$ cat config.mk
export PLATFORM = sky130hd
export DESIGN_NAME = game_flow_ctrl_flat
export DESIGN_NICKNAME = d
export VERILOG_FILES = /design/src/rtl/game_pkg.sv /design/src/rtl/game_flow_ctrl_if.sv /design/src/rtl/show_timer.sv /design/src/rtl/game_flow_ctrl.sv /design/src/flat_wrapper.sv
export SDC_FILE = /design/constraint.sdc
export NUM_CORES = 1
export LEC_CHECK = 0
export ABC_AREA = 1
export CORE_MARGIN = 2
export CORE_UTILIZATION = 30
export DETAILED_ROUTE_END_ITERATION = 8
export PLACE_DENSITY = 0.54
export SLEW_MARGIN = 0
export SYNTH_ARGS = -nofsm -noshare
export SYNTH_HDL_FRONTEND = slang
export SYNTH_SLANG_ARGS = --single-unit
$ cat constraint.sdc
create_clock -name clk -period 2.4 [get_ports clk]
set_clock_uncertainty 0.1 [all_clocks]
set_input_delay 0.48 -clock clk [delete_from_list [all_inputs] [get_ports clk]]
set_output_delay 0.48 -clock clk [all_outputs]
set_load 0.02 [all_outputs]
$ cat src/rtl/game_pkg.sv
// Shared maze-game constants: one-hot output encodings, map size defaults,
// controller state encoding and the state-to-game_state decode.
package game_pkg;

    localparam int MAP_WIDTH_DEF  = 30;
    localparam int MAP_HEIGHT_DEF = 21;
    localparam int TIMER_W        = 28;

    localparam logic [3:0] GS_MENU = 4'b0001;
    localparam logic [3:0] GS_GAME = 4'b0010;
    localparam logic [3:0] GS_LOST = 4'b0100;
    localparam logic [3:0] GS_WON  = 4'b1000;

    localparam logic [2:0] SEL_START = 3'b001;
    localparam logic [2:0] SEL_DIFF  = 3'b010;
    localparam logic [2:0] SEL_INSTR = 3'b100;

    localparam logic [1:0] SUB_MAIN  = 2'b00;
    localparam logic [1:0] SUB_DIFF  = 2'b01;
    localparam logic [1:0] SUB_INSTR = 2'b10;

    localparam logic [2:0] DIFF_EASY = 3'b001;
    localparam logic [2:0] DIFF_MED  = 3'b010;
    localparam logic [2:0] DIFF_HARD = 3'b100;

    typedef enum logic [2:0] {
        ST_MENU = 3'd0,
        ST_SHOW = 3'd1,
        ST_PLAY = 3'd2,
        ST_RD   = 3'd3,
        ST_EVAL = 3'd4,
        ST_LOST = 3'd5,
        ST_WON  = 3'd6
    } state_t;

    // Preview, play and the move check all present as "in game" to the renderer.
    function automatic logic [3:0] state_to_gs(input state_t s);
        case (s)
            ST_MENU: return GS_MENU;
            ST_LOST: return GS_LOST;
            ST_WON:  return GS_WON;
            default: return GS_GAME;
        endcase
    endfunction

endpackage

$ cat src/rtl/game_flow_ctrl_if.sv
// Button, map ROM and renderer signals of the game flow controller.
interface game_flow_ctrl_if
    import game_pkg::*;
#(
    parameter int MAP_WIDTH = MAP_WIDTH_DEF
);
    logic                 btn_up;
    logic                 btn_down;
    logic                 btn_left;
    logic                 btn_right;
    logic                 btn_center;
    logic [4:0]           rom_addr;
    logic [MAP_WIDTH-1:0] rom_data;
    logic [7:0]           player_x;
    logic [7:0]           player_y;
    logic [3:0]           game_state;
    logic [2:0]           menu_sel;
    logic [1:0]           menu_sub;
    logic [2:0]           difficulty;
    logic                 map_visible;
    logic [1:0]           lives;
    logic                 busy;

    modport master (
        input  btn_up, btn_down, btn_left, btn_right, btn_center, rom_data,
        output rom_addr, player_x, player_y, game_state, menu_sel, menu_sub,
               difficulty, map_visible, lives, busy
    );

    modport slave (
        output btn_up, btn_down, btn_left, btn_right, btn_center, rom_data,
        input  rom_addr, player_x, player_y, game_state, menu_sel, menu_sub,
               difficulty, map_visible, lives, busy
    );
endinterface

$ cat src/rtl/show_timer.sv
// Loadable down-counter timing the map preview; parks at zero.
module show_timer
    import game_pkg::*;
#(
    parameter int WIDTH = TIMER_W
) (
    input  logic             clk,
    input  logic             reset,
    input  logic             load,
    input  logic [WIDTH-1:0] load_value,
    input  logic             dec,
    output logic [WIDTH-1:0] value,
    output logic             zero
);

    // Load takes priority; decrement never wraps past the terminal count.
    always_ff @(posedge clk) begin
        if (reset) begin
            value <= '0;
        end else if (load) begin
            value <= load_value;
        end else if (dec && !zero) begin
            value <= value - 1'b1;
        end
    end

    assign zero = (value == '0);

endmodule

$ cat src/rtl/game_flow_ctrl.sv
// Maze game sequencer: menus, timed map preview, wall-checked moves.
//
// state | meaning
// MENU  | main menu / difficulty edit / instructions page
// SHOW  | map preview, walls drawn until the timer expires
// PLAY  | waiting for a direction pulse
// RD    | ROM row address issued, data arrives next cycle
// EVAL  | ROM row sampled, move applied or life lost
// LOST  | out of lives, map drawn, center returns to menu
// WON   | exit reached, map drawn, center returns to menu
module game_flow_ctrl
    import game_pkg::*;
#(
    parameter int MAP_WIDTH  = MAP_WIDTH_DEF,
    parameter int MAP_HEIGHT = MAP_HEIGHT_DEF,
    parameter int START_X    = 0,
    parameter int START_Y    = 11,
    parameter int EXIT_X     = 29,
    parameter int EXIT_Y     = 9,
    parameter int SHOW_EASY  = 150000000,
    parameter int SHOW_MED   = 100000000,
    parameter int SHOW_HARD  = 50000000,
    parameter int LIVES_EASY = 3,
    parameter int LIVES_MED  = 2,
    parameter int LIVES_HARD = 1
) (
    input  logic             clk,
    input  logic             reset,
    game_flow_ctrl_if.master bus
);

    localparam logic [MAP_WIDTH-1:0] COL_ONE = {{(MAP_WIDTH-1){1'b0}}, 1'b1};
    localparam logic [7:0] START_XB = 8'(START_X);
    localparam logic [7:0] START_YB = 8'(START_Y);

    state_t               state_q, state_d;
    logic [3:0]           gs_q;
    logic [2:0]           sel_q, sel_d;
    logic [1:0]           sub_q, sub_d;
    logic [2:0]           diff_q, diff_d;
    logic [7:0]           px_q, px_d, py_q, py_d;
    logic [7:0]           tx_q, tx_d, ty_q, ty_d;
    logic [1:0]           lives_q, lives_d;
    logic                 vis_q, vis_d;
    logic                 busy_q, busy_d;
    logic [4:0]           addr_q, addr_d;
    logic                 mv_ok;
    logic [7:0]           mv_x, mv_y;
    logic                 wall_hit;
    logic                 timer_load;
    logic                 timer_dec;
    logic                 timer_zero;
    logic [TIMER_W-1:0]   timer_value;
    logic [TIMER_W-1:0]   timer_load_val;

    function automatic logic [TIMER_W-1:0] preview_len(input logic [2:0] d);
        case (d)
            DIFF_MED:  return TIMER_W'(SHOW_MED - 1);
            DIFF_HARD: return TIMER_W'(SHOW_HARD - 1);
            default:   return TIMER_W'(SHOW_EASY - 1);
        endcase
    endfunction

    function automatic logic [1:0] lives_for(input logic [2:0] d);
        case (d)
            DIFF_MED:  return 2'(LIVES_MED);
            DIFF_HARD: return 2'(LIVES_HARD);
            default:   return 2'(LIVES_EASY);
        endcase
    endfunction

    assign timer_load_val = preview_len(diff_q);
    assign timer_dec      = (state_q == ST_SHOW) && (timer_value != '0);
    assign wall_hit       = |(bus.rom_data & (COL_ONE << tx_q));

    show_timer #(.WIDTH(TIMER_W)) u_show_timer (
        .clk        (clk),
        .reset      (reset),
        .load       (timer_load),
        .load_value (timer_load_val),
        .dec        (timer_dec),
        .value      (timer_value),
        .zero       (timer_zero)
    );

    // Pick the highest-priority direction pulse and check its target against the map edges.
    always_comb begin
        mv_ok = 1'b0;
        mv_x  = px_q;
        mv_y  = py_q;
        if (bus.btn_up) begin
            mv_ok = (py_q != 8'd0);
            mv_y  = py_q - 8'd1;
        end else if (bus.btn_down) begin
            mv_ok = (py_q != 8'(MAP_HEIGHT - 1));
            mv_y  = py_q + 8'd1;
        end else if (bus.btn_left) begin
            mv_ok = (px_q != 8'd0);
            mv_x  = px_q - 8'd1;
        end else if (bus.btn_right) begin
            mv_ok = (px_q != 8'(MAP_WIDTH - 1));
            mv_x  = px_q + 8'd1;
        end
    end

    // Next-state and next-output logic; every register holds unless a branch updates it.
    always_comb begin
        state_d    = state_q;
        sel_d      = sel_q;
        sub_d      = sub_q;
        diff_d     = diff_q;
        px_d       = px_q;
        py_d       = py_q;
        tx_d       = tx_q;
        ty_d       = ty_q;
        lives_d    = lives_q;
        vis_d      = vis_q;
        busy_d     = busy_q;
        addr_d     = addr_q;
        timer_load = 1'b0;

        case (state_q)
            ST_MENU: begin
                if (sub_q == SUB_MAIN) begin
                    if (bus.btn_up) begin
                        sel_d = {sel_q[0], sel_q[2:1]};
                    end else if (bus.btn_down) begin
                        sel_d = {sel_q[1:0], sel_q[2]};
                    end else if (bus.btn_center) begin
                        if (sel_q == SEL_START) begin
                            lives_d    = lives_for(diff_q);
                            px_d       = START_XB;
                            py_d       = START_YB;
                            timer_load = 1'b1;
                            vis_d      = 1'b1;
                            state_d    = ST_SHOW;
                        end else if (sel_q == SEL_DIFF) begin
                            sub_d = SUB_DIFF;
                        end else if (sel_q == SEL_INSTR) begin
                            sub_d = SUB_INSTR;
                        end
                    end
                end else if (sub_q == SUB_DIFF) begin
                    if (bus.btn_center) begin
                        sub_d = SUB_MAIN;
                    end else if (bus.btn_left) begin
                        diff_d = {diff_q[0], diff_q[2:1]};
                    end else if (bus.btn_right) begin
                        diff_d = {diff_q[1:0], diff_q[2]};
                    end
                end else if (bus.btn_center) begin
                    sub_d = SUB_MAIN;
                end
            end

            ST_SHOW: begin
                if (timer_zero) begin
                    vis_d   = 1'b0;
                    state_d = ST_PLAY;
                end
            end

            ST_PLAY: begin
                if (mv_ok) begin
                    tx_d    = mv_x;
                    ty_d    = mv_y;
                    addr_d  = mv_y[4:0];
                    busy_d  = 1'b1;
                    state_d = ST_RD;
                end
            end

            ST_RD: begin
                state_d = ST_EVAL;
            end

            ST_EVAL: begin
                busy_d = 1'b0;
                if (wall_hit) begin
                    lives_d = lives_q - 2'd1;
                    vis_d   = 1'b1;
                    if (lives_q == 2'd1) begin
                        state_d = ST_LOST;
                    end else begin
                        px_d       = START_XB;
                        py_d       = START_YB;
                        timer_load = 1'b1;
                        state_d    = ST_SHOW;
                    end
                end else begin
                    px_d = tx_q;
                    py_d = ty_q;
                    if (tx_q == 8'(EXIT_X) && ty_q == 8'(EXIT_Y)) begin
                        vis_d   = 1'b1;
                        state_d = ST_WON;
                    end else begin
                        state_d = ST_PLAY;
                    end
                end
            end

            ST_LOST, ST_WON: begin
                if (bus.btn_center) begin
                    sub_d   = SUB_MAIN;
                    px_d    = START_XB;
                    py_d    = START_YB;
                    vis_d   = 1'b0;
                    state_d = ST_MENU;
                end
            end

            default: begin
                state_d = ST_MENU;
            end
        endcase
    end

    // State and output registers; reset abandons any preview or move check in flight.
    always_ff @(posedge clk) begin
        if (reset) begin
            state_q <= ST_MENU;
            gs_q    <= GS_MENU;
            sel_q   <= SEL_START;
            sub_q   <= SUB_MAIN;
            diff_q  <= DIFF_EASY;
            px_q    <= START_XB;
            py_q    <= START_YB;
            tx_q    <= 8'd0;
            ty_q    <= 8'd0;
            lives_q <= 2'(LIVES_EASY);
            vis_q   <= 1'b0;
            busy_q  <= 1'b0;
            addr_q  <= 5'd0;
        end else begin
            state_q <= state_d;
            gs_q    <= state_to_gs(state_d);
            sel_q   <= sel_d;
            sub_q   <= sub_d;
            diff_q  <= diff_d;
            px_q    <= px_d;
            py_q    <= py_d;
            tx_q    <= tx_d;
            ty_q    <= ty_d;
            lives_q <= lives_d;
            vis_q   <= vis_d;
            busy_q  <= busy_d;
            addr_q  <= addr_d;
        end
    end

    assign bus.rom_addr    = addr_q;
    assign bus.player_x    = px_q;
    assign bus.player_y    = py_q;
    assign bus.game_state  = gs_q;
    assign bus.menu_sel    = sel_q;
    assign bus.menu_sub    = sub_q;
    assign bus.difficulty  = diff_q;
    assign bus.map_visible = vis_q;
    assign bus.lives       = lives_q;
    assign bus.busy        = busy_q;

endmodule

$ cat src/flat_wrapper.sv
// flat-port wrapper written by rule: the top's interface ports become plain ports
module game_flow_ctrl_flat import game_pkg::*;
#(
    parameter int MAP_WIDTH  = MAP_WIDTH_DEF,
    parameter int MAP_HEIGHT = MAP_HEIGHT_DEF,
    parameter int START_X    = 0,
    parameter int START_Y    = 11,
    parameter int EXIT_X     = 29,
    parameter int EXIT_Y     = 9,
    parameter int SHOW_EASY  = 150000000,
    parameter int SHOW_MED   = 100000000,
    parameter int SHOW_HARD  = 50000000,
    parameter int LIVES_EASY = 3,
    parameter int LIVES_MED  = 2,
    parameter int LIVES_HARD = 1
)
  (clk, reset, bus_btn_up, bus_btn_down, bus_btn_left, bus_btn_right, bus_btn_center, bus_rom_data, bus_rom_addr, bus_player_x, bus_player_y, bus_game_state, bus_menu_sel, bus_menu_sub, bus_difficulty, bus_map_visible, bus_lives, bus_busy);
  game_flow_ctrl_if #(.MAP_WIDTH(MAP_WIDTH)) bus_i ();
  input  logic clk;
  input  logic reset;
  input wire logic [$bits(bus_i.btn_up)-1:0] bus_btn_up;
  input wire logic [$bits(bus_i.btn_down)-1:0] bus_btn_down;
  input wire logic [$bits(bus_i.btn_left)-1:0] bus_btn_left;
  input wire logic [$bits(bus_i.btn_right)-1:0] bus_btn_right;
  input wire logic [$bits(bus_i.btn_center)-1:0] bus_btn_center;
  input wire logic [$bits(bus_i.rom_data)-1:0] bus_rom_data;
  output wire logic [$bits(bus_i.rom_addr)-1:0] bus_rom_addr;
  output wire logic [$bits(bus_i.player_x)-1:0] bus_player_x;
  output wire logic [$bits(bus_i.player_y)-1:0] bus_player_y;
  output wire logic [$bits(bus_i.game_state)-1:0] bus_game_state;
  output wire logic [$bits(bus_i.menu_sel)-1:0] bus_menu_sel;
  output wire logic [$bits(bus_i.menu_sub)-1:0] bus_menu_sub;
  output wire logic [$bits(bus_i.difficulty)-1:0] bus_difficulty;
  output wire logic [$bits(bus_i.map_visible)-1:0] bus_map_visible;
  output wire logic [$bits(bus_i.lives)-1:0] bus_lives;
  output wire logic [$bits(bus_i.busy)-1:0] bus_busy;
  assign bus_i.btn_up = bus_btn_up;
  assign bus_i.btn_down = bus_btn_down;
  assign bus_i.btn_left = bus_btn_left;
  assign bus_i.btn_right = bus_btn_right;
  assign bus_i.btn_center = bus_btn_center;
  assign bus_i.rom_data = bus_rom_data;
  assign bus_rom_addr = bus_i.rom_addr;
  assign bus_player_x = bus_i.player_x;
  assign bus_player_y = bus_i.player_y;
  assign bus_game_state = bus_i.game_state;
  assign bus_menu_sel = bus_i.menu_sel;
  assign bus_menu_sub = bus_i.menu_sub;
  assign bus_difficulty = bus_i.difficulty;
  assign bus_map_visible = bus_i.map_visible;
  assign bus_lives = bus_i.lives;
  assign bus_busy = bus_i.busy;
  game_flow_ctrl #(.MAP_WIDTH(MAP_WIDTH), .MAP_HEIGHT(MAP_HEIGHT), .START_X(START_X), .START_Y(START_Y), .EXIT_X(EXIT_X), .EXIT_Y(EXIT_Y), .SHOW_EASY(SHOW_EASY), .SHOW_MED(SHOW_MED), .SHOW_HARD(SHOW_HARD), .LIVES_EASY(LIVES_EASY), .LIVES_MED(LIVES_MED), .LIVES_HARD(LIVES_HARD)) u_core (.clk(clk), .reset(reset), .bus(bus_i));
endmodule
======== Word-level counts from Yosys, hierarchy flattened ========
Index checks and enable logic that the tools add are counted.
word-level totals
  register bits ........................... 84
  input bits .............................. 37
cells by class
  $add $sub $neg .......................... 6
  equal/unequal tests ..................... 35
  shifts and indexed selects .............. 1
  multiplexer cells ....................... 85
  bitwise logic cells ..................... 3
  reductions and logical operators ........ 29
operators by type and width
  kind                     count
  $mux W8                  22
  $mux W28                 2
  $pmux W28 S2             1
  $pmux W8 S3              2
  $mux W3                  15
  $and A30 B30 Y30         1
  $reduce_or A30 Y1        1
  $shl A1 B8 Y30 const A   1
  $logic_not A28 Y1        1
  $mux W2                  14
  $reduce_bool A28 Y1      1
  $sub A28 B1 Y28 const B  1
  $eq A3 B3 Y1 const B     7
  $mux W1                  21
  $pmux W3 S6              1
  $add A8 B1 Y8 const B    2
  $ne A8 B5 Y1 const B     2
  $reduce_bool A8 Y1       2
  $sub A8 B1 Y8 const B    2
  $ne A3 B3 Y1 const B     5
  $eq A3 B2 Y1 const B     4
  $pmux W2 S2              3
  $pmux W4 S3              1
  $reduce_bool A2 Y1       6
  other kinds (26)         41

======== Logic depth before layout (Yosys ltp) ========
Gate-level depths: netlist (run 1).
  depth in word-level cells ............... 9
  mapped depth ............................ 19
  gate-level depth less buffers ........... 17

======== Hierarchy ========
From an unflattened synthesis (run 1), not the netlist that was laid out.
unflattened totals
  cell total of the unflattened synthesis .. 909
  area, all modules ....................... 5592.9 um^2
modules (own cells, without submodules)
  module          instances  cells an instance  area each (um^2)  seq. area each (um^2)
  game_flow_ctrl  1          516                3410.8            1021.0
  show_timer      1          393                2182.1            560.5

======== Least setup slack after synthesis (run 1) ========
Ideal clock, no wire load.
  path type ............................... reg-to-reg
  from .................................... register u_core.u_show_timer.value[0]
  to ...................................... register u_core.vis_q (netlist: u_core.bus.map_visible)
  library setup time ...................... 0.113 ns
  data arrival time ....................... 1.832 ns
  required time ........................... 2.187 ns
  path slack .............................. 0.354 ns
  stages on the path, launching flop included .. 15
  buffers on the path ..................... 1
  period minus slack after synthesis ...... 2.046 ns
  path through ............................ dfxtp_1 inv_1 ha_1 nand3_1 nor2_1 nand3_2 inv_1 nand3_2 o21ai_4 inv_4 buf_6 nor2_2 o21ai_1 o21ai_1 nor2_1
between the ends
  cells in the longest elaborated chain, start to end .. 3
RTL lines
  item                                RTL line               text
  start, declared                     show_timer.sv:12       output logic [WIDTH-1:0] value,
  start signal, assigned              show_timer.sv:21       value <= load_value;
  start signal, assigned              show_timer.sv:23       value <= value - 1'b1;
  $logic_not A28 Y1                   show_timer.sv:27       assign zero = (value == '0);
  $ne A2 B2 Y1 (no source line)       -
  $reduce_and A9 Y1 (no source line)  -
  end signal, assigned                game_flow_ctrl.sv:245  vis_q <= vis_d;
  end, declared                       game_flow_ctrl.sv:44   logic vis_q, vis_d;
No other way between the ends.
A chain may end at the register's enable or synchronous reset.

======== Worst setup path in the final report (run 1) ========
  from .................................... register u_core.u_show_timer.value[18]
  to ...................................... register u_core.u_show_timer.value[23]
between the ends
  cells in the longest elaborated chain, start to end .. 4
RTL lines
  item
  parallel branches: the longest is 4 deep, another holds $sub A28 B1 Y28
Several ways; the timed one is not identified. The select of a mux whose other input is x is not followed.

==> results.cfg, run 1 <==
[power_and_ir_drop]
clkPwrFrac_pct = 27.3
p_comb_share_pct = 40.4
seq_power_share_pct = 32.3
p_int_mw = 3.126
switching_share_pct = 36.61
p_leak_nw = 2.952
switching_power_mw = 1.805
irDropWorstVdd_mv = 0.3753
powerDensity_nw_per_um2 = 746.9

[die]
dieArea_um2 = 17710
die_w_um = 133.1
io_pins = 74
std_cell_rows = 47
start_util_pct = 30.47
die_h_um = 133.1
core_area_um2 = 16410

[clocking]
clock-sinks = 79
cts-hold-fix-buffers = 0
cts_max_level = 3
clk_transition_reported_paths_ps = 60
clk_latency_ps = 340
tritoncts = yes
cts_buffers = 9
cts_root_buf = clkbuf_16
cts_buffer_depth = 2

[sta]
slew_headroom_pct = 70.35
final-max-slew-violation-count = 0
finalSetupViolations = 0
timing.final.crit_share_pct = 95.53
min_period_ps = 2293
tns_ps = 0
clock.fmax_mhz = 436.1
rsz0062_at_grt = yes
tightest_slew_ps = 440.7
finalWorstSetupSlack_ps = 107.2
hold_viol = 0

[place]
io_buffer_count = 73
gp_congestion = 0.8742
placed_cells = 1074
dpl.hpwl_mm = 11.05
pre_cts_ws_ps = -17.26

[setup_path]
start_kind = flip-flop
cp_max_fo = 7
critPathKind = reg -> reg
path_cells = or2_1 > nor3_2 > nand3_1 > or2_4 > o21ai_4 > buf_4 > nor3_2 > nand2_1 > xor2_1 > nand2_1 > nand2_1 > inv_1
slowest_delay_ps = 350
ff2ff_setup_slack_ps = 110
required_ps = 2540
cpMaxStageDelayCell = dfxtp_1
critPathCaptureType = flip-flop
cpMostUsedCell = nand2_1
arrival_ps = 2440

[layout]
multi_input_area_um2 = 2907
instances_no_fill = 1090
antenna-diode-count = 0
drive_gt1_share_pct = 12.87
final_cell_mix = nand2_1, nor2_1, inv_1
finalNetCount = 912
syn_to_final_growth_pct = 32.03
filler_cell_count = 1749
fin_util_pct = 40.23
mostFrequentLayoutCell = nand2_1
ff_latch_area_um2 = 1587

[route]
drt_wl_total_mm = 14.57
remaining_drc_errors = 0
ant_nets = 0
vias = 5119
drt-pass1-iter-count = 5
viasPerCell = 4.696
drt_iter0_markers = 340
wl_per_cell_um = 13.36

[run_status]
run_status = complete, no violations

[synthesis]
syn_avg_cell_area_um2 = 6.553
syn_area_um2 = 5000
yosysWarningCount = 0
syn-num-nets = 808
ys_seq_elements = 79
yosysSeqAreaShare_pct = 31.63
yosysUniqueCellTypes = 48
synth_cells = 763

[global_routing]
grt_use_total_pct = 16.63
grt-ovfl-total = 0
grt_max_degree = 36
antenna_found_initial = 0
grt_pass1_vias = 4829
grt_pass1_wl_mm = 23.99

[min_path]
hold_class = reg -> reg

[flow_run]
cap_violations = 0
-- cell usage after synthesis, drive strengths merged --
| cell type | count | area, µm² |
|---|---|---|
| a211oi | 3 | 22.52 |
| a21boi | 2 | 26.28 |
| a21oi | 45 | 225.2 |
| a311oi | 1 | 8.760 |
| a31oi | 5 | 31.28 |
| a32oi | 2 | 17.52 |
| and2 | 2 | 12.51 |
| buf | 16 | 112.6 |
| clkbuf | 16 | 60.06 |
| clkinv | 2 | 7.510 |
| dfxtp | 79 | 1582 |
| ha | 8 | 100.1 |
| inv | 99 | 374.1 |
| nand2 | 151 | 596.8 |
| nand3 | 56 | 317.8 |
| nand3b | 1 | 7.510 |
| nand4 | 19 | 118.9 |
| nor2 | 113 | 449.2 |
| nor3 | 20 | 105.1 |
| nor3b | 2 | 15.01 |
| nor4 | 8 | 56.30 |
| o211ai | 8 | 60.06 |
| o21a | 1 | 7.510 |
| o21ai | 57 | 296.5 |
| o22ai | 2 | 12.51 |
| o31ai | 1 | 7.510 |
| o32ai | 1 | 8.760 |
| or2 | 7 | 46.29 |
| or4 | 1 | 7.510 |
| xnor2 | 8 | 70.07 |
| xor2 | 27 | 236.5 |
-- timing repair --
| item | CTS | global route |
|---|---|---|
| setup buffers | 0 | 2 |
| resized for setup | 0 | 16 |
| endpoints found under the setup margin | 0 | 28 |
-- power groups by stage --
| stage | clock network (mW) | registers [mW] | logic, mW |
|---|---|---|---|
| floorplan | 0 | 1.62 | 1.24 |
| global placement | 0 | 1.62 | 1.87 |
| detailed placement | 0 | 1.61 | 1.87 |
| CTS | 1.37 | 1.59 | 1.88 |
| global route | 1.43 | 1.61 | 2.25 |
| finish | 1.34 | 1.59 | 1.99 |
-- cell families (layout without fill, tap and decap cells) --
| logic type | Yosys count | after routing | synth area share [%] |
|---|---|---|---|
| flip-flops | 79 | 79 | 31.63 |
| buffers and inverters | 133 | 240 | 11.09 |
| XOR/XNOR | 35 | 35 | 6.131 |
| AND/OR/NAND/NOR | 380 | 380 | 34.66 |
| adder cells (fa/ha/maj) | 8 | 8 | 2.002 |
| AO/OA/AOI/OAI | 128 | 128 | 14.49 |
-- metal layers --
metal / wire length, µm / GRT usage (%) / vias up
li1: - / - / 2681
met1: 7516 / 24.01 / 2307
met5: 0 / 0 / -
met4: 201 / 4.846 / 0
met2: 6220 / 25.45 / 117
met3: 629 / 2.892 / 14
-- sequential cells by signal, summed over array words and instances (netlist names) --
name                       cells
u_core.bus.rom_addr            4
u_core.state_q                 3
u_core.bus.difficulty          3
u_core.ty_q                    4
u_core.tx_q                    8
u_core.bus.busy                1
u_core.bus.menu_sub            2
u_core.bus.player_x            8
u_core.bus.player_y            8
u_core.bus.lives               2
u_core.bus.menu_sel            3
u_core.bus.game_state          4
u_core.u_show_timer.value     28
u_core.bus.map_visible         1
-- final cells by class --
class | instances | area share [%]
Multi-Input combinational cell | 551 | 44.03
Tap cell | 220 | 4.170
Inverter | 101 | 5.781
Sequential cell | 79 | 24.03
Clock buffer | 13 | 3.791
Timing Repair Buffer | 125 | 17.74
Clock inverter | 1 | 0.4549
-- worst paths after layout --
kind | cells after the start | startpoint | end
setup reg to reg | 12 | u_core.u_show_timer.value[18]$_SDFFE_PP0P_ | u_core.u_show_timer.value[23]$_SDFFE_PP0P_
setup / recovery | 12 | u_core.u_show_timer.value[18]$_SDFFE_PP0P_ | u_core.u_show_timer.value[23]$_SDFFE_PP0P_
hold / removal | 2 | u_core.ty_q[6]$_SDFFE_PP0P_ | u_core.bus.player_y[6]$_SDFFE_PP0P_
hold reg to reg | 2 | u_core.ty_q[6]$_SDFFE_PP0P_ | u_core.bus.player_y[6]$_SDFFE_PP0P_
-- metrics by stage --
step | total power, mW | cell area [µm²] | hold WS (ps)
floorplan | 2.858 | 5000 | 344.5
global placement | 3.489 | 6259 | 363.7
detailed placement | 3.485 | 6259 | 361.3
CTS | 4.845 | 6539 | 383.4
global route | 5.286 | 6601 | 399.9
finish | 4.930 | 6601 | 384.5
-- worst max-delay path, delay by kind of cell, from the launching register on --
| family | cells | cell delay (ps) |
|---|---|---|
| DFF | 1 | 350 |
| AOI/OAI and AO/OA | 1 | 210 |
| xor gates and xnor gates | 1 | 140 |
| buffers and inverters | 2 | 230 |
| and+or+nand+nor | 8 | 1150 |
Note: power is estimated with default switching activity, not from simulation.
==> run 2: changes to the inputs <==
==> constraint.sdc (replaced) <==
create_clock -name clk -period 2.4 [get_ports clk]
set_clock_uncertainty 0.1 [all_clocks]
set_input_delay 0.24 -clock clk [delete_from_list [all_inputs] [get_ports clk]]
set_output_delay 0.24 -clock clk [all_outputs]
set_load 0.02 [all_outputs]
==> results.cfg, run 2 (synthesis gave the netlist of run 1 again) <==
[sta]
finalWorstSetupSlack_ps = 122.9
clock.fmax_mhz = 439.2
tightest_slew_ps = 610.9
timing.final.crit_share_pct = 94.88
timing.hold.ws_ps = 378.2
slew_headroom_pct = 58.90
min_period_ps = 2277
tns_ps = 0
rsz0062_at_grt = yes
final-max-slew-violation-count = 0
hold_viol = 0
finalSetupViolations = 0

[layout]
finalNetCount = 910
final_cell_mix = nand2_1, nor2_1, inv_1
drive_gt1_share_pct = 15.29
largest_register = u_core.u_show_timer.value
instances_no_fill = 1090
fin_util_pct = 41.24
largest_reg_flops = 28
mostFrequentLayoutCell = nand2_1
syn_to_final_growth_pct = 35.34
antenna-diode-count = 0
fin_area_um2 = 6766

[setup_path]
critPathCaptureType = flip-flop
critPathKind = reg -> reg
required_ps = 2540
start_kind = flip-flop
arrival_ps = 2420
cp_max_fo = 8

[die]
io_pins = 74
die_w_um = 133.1
std_cell_rows = 47
die_h_um = 133.1
core_area_um2 = 16410
dieArea_um2 = 17710
start_util_pct = 30.47

[power_and_ir_drop]
switching_power_mw = 1.862
switching_share_pct = 35.99
irDropWorstVdd_mv = 0.3410
p_leak_nw = 2.985
seq_power_share_pct = 30.7
p_total_mw = 5.174
clkPwrFrac_pct = 30.5
powerDensity_nw_per_um2 = 764.6
p_comb_share_pct = 38.8
p_int_mw = 3.312

[clocking]
clk_latency_ps = 350
cts_buffer_depth = 2
tritoncts = yes
cts-hold-fix-buffers = 0
cts_root_buf = clkbuf_16
cts_buffers = 9
cts_max_level = 3
clock-sinks = 79
clk_transition_reported_paths_ps = 60

[route]
drt_wl_total_mm = 14.99
wl_per_cell_um = 13.75
remaining_drc_errors = 0
ant_nets = 0
drt-pass1-iter-count = 5
vias = 5107
viasPerCell = 4.685
drt_iter0_markers = 399

[run_status]
run_status = complete, no violations

[place]
place_area_um2 = 6173
gp_congestion = 0.9017
dpl.hpwl_mm = 11.19
pre_cts_ws_ps = 70.04
io_buffer_count = 73
placed_cells = 1066

[global_routing]
grt_max_degree = 28
grt_pass1_vias = 4783
antenna_found_initial = 0
grt_use_total_pct = 16.89
grt_pass1_wl_mm = 24.15
grt-ovfl-total = 0

[flow_run]
cap_violations = 0

[min_path]
hold_class = reg -> reg
run 2: cell types whose count changed in the layout (fill, tap and decap cells not counted), sizes merged:
cell and change:
bufinv +2, clkinv +1, clkbuf -1, buf -3
clkinvlp +1
run 2: timing repair:
action	CTS	global route
resized for setup	0	58
setup buffers	0	6
endpoints found under the setup margin	0	48
run 2: path summary, 6_finish.rpt:
kind,cells past startpoint,slack (ps),from,to
worst max-delay path,17,120,u_core.tx_q[6]$_SDFFE_PP0P_,u_core.u_show_timer.value[10]$_SDFFE_PP0P_
worst min-delay path,2,380,u_core.ty_q[6]$_SDFFE_PP0P_,u_core.bus.player_y[6]$_SDFFE_PP0P_
worst max register to register,17,120,u_core.tx_q[6]$_SDFFE_PP0P_,u_core.u_show_timer.value[10]$_SDFFE_PP0P_
worst min register to register,2,380,u_core.ty_q[6]$_SDFFE_PP0P_,u_core.bus.player_y[6]$_SDFFE_PP0P_
run 2: final cells by class:
cell class,count,area (µm²)
inverters,101,386.6
fillers,1716,9641
multi-input cells,551,3007
well taps,220,275.3
clock inverters,5,106.4
repair buffers,123,1166
clock buffers,11,232.7
flip-flops and latches,79,1593
run 2: power by group through the flow:
| stage | Clock [mW] | Sequential [mW] | Combinational, mW |
|---|---|---|---|
| after floorplan | 0 | 1.62 | 1.24 |
| after global placement | 0 | 1.62 | 1.87 |
| after global routing | 1.66 | 1.61 | 2.24 |
| after CTS | 1.61 | 1.59 | 1.88 |
| after detailed placement | 0 | 1.62 | 1.86 |
| final | 1.58 | 1.59 | 2.01 |
run 2: layer usage:
| layer | up-vias | GRT usage (%) | share of wire (%) |
|---|---|---|---|
| met5 | - | 0 | 0 |
| met4 | 0 | 6.383 | 1.7 |
| met3 | 14 | 2.321 | 4.2 |
| met2 | 124 | 25.22 | 42 |
| met1 | 2282 | 24.67 | 52 |
| li1 | 2687 | - | - |
run 2: critical path, stage by stage (launching register included):
cell     delay [ps]
dfxtp_4         350
nor2_4          250
nand2_2         140
nor2_4          130
nand2_1          60
nand2_1          50
nor2_1           40
nand2_1          70
nand2_1          60
nand3_2          90
nand2_2          80
nand2_4         140
nand3_4         140
nand2_8         170
buf_12          150
nor2_1           40
nand2_1          60
nor2_1           30
==> run 3: changes to the inputs <==
--- a/config.mk
+++ b/config.mk
@@ -9,6 +9,7 @@
 export CORE_MARGIN = 2
 export CORE_UTILIZATION = 30
 export DETAILED_ROUTE_END_ITERATION = 8
+export GPL_TIMING_DRIVEN = 1
 export PLACE_DENSITY = 0.54
 export SLEW_MARGIN = 0
 export SYNTH_ARGS = -nofsm -noshare
==> results of run 3 <==
No change in the layout: final DEF, timing and power equal those of run 2.
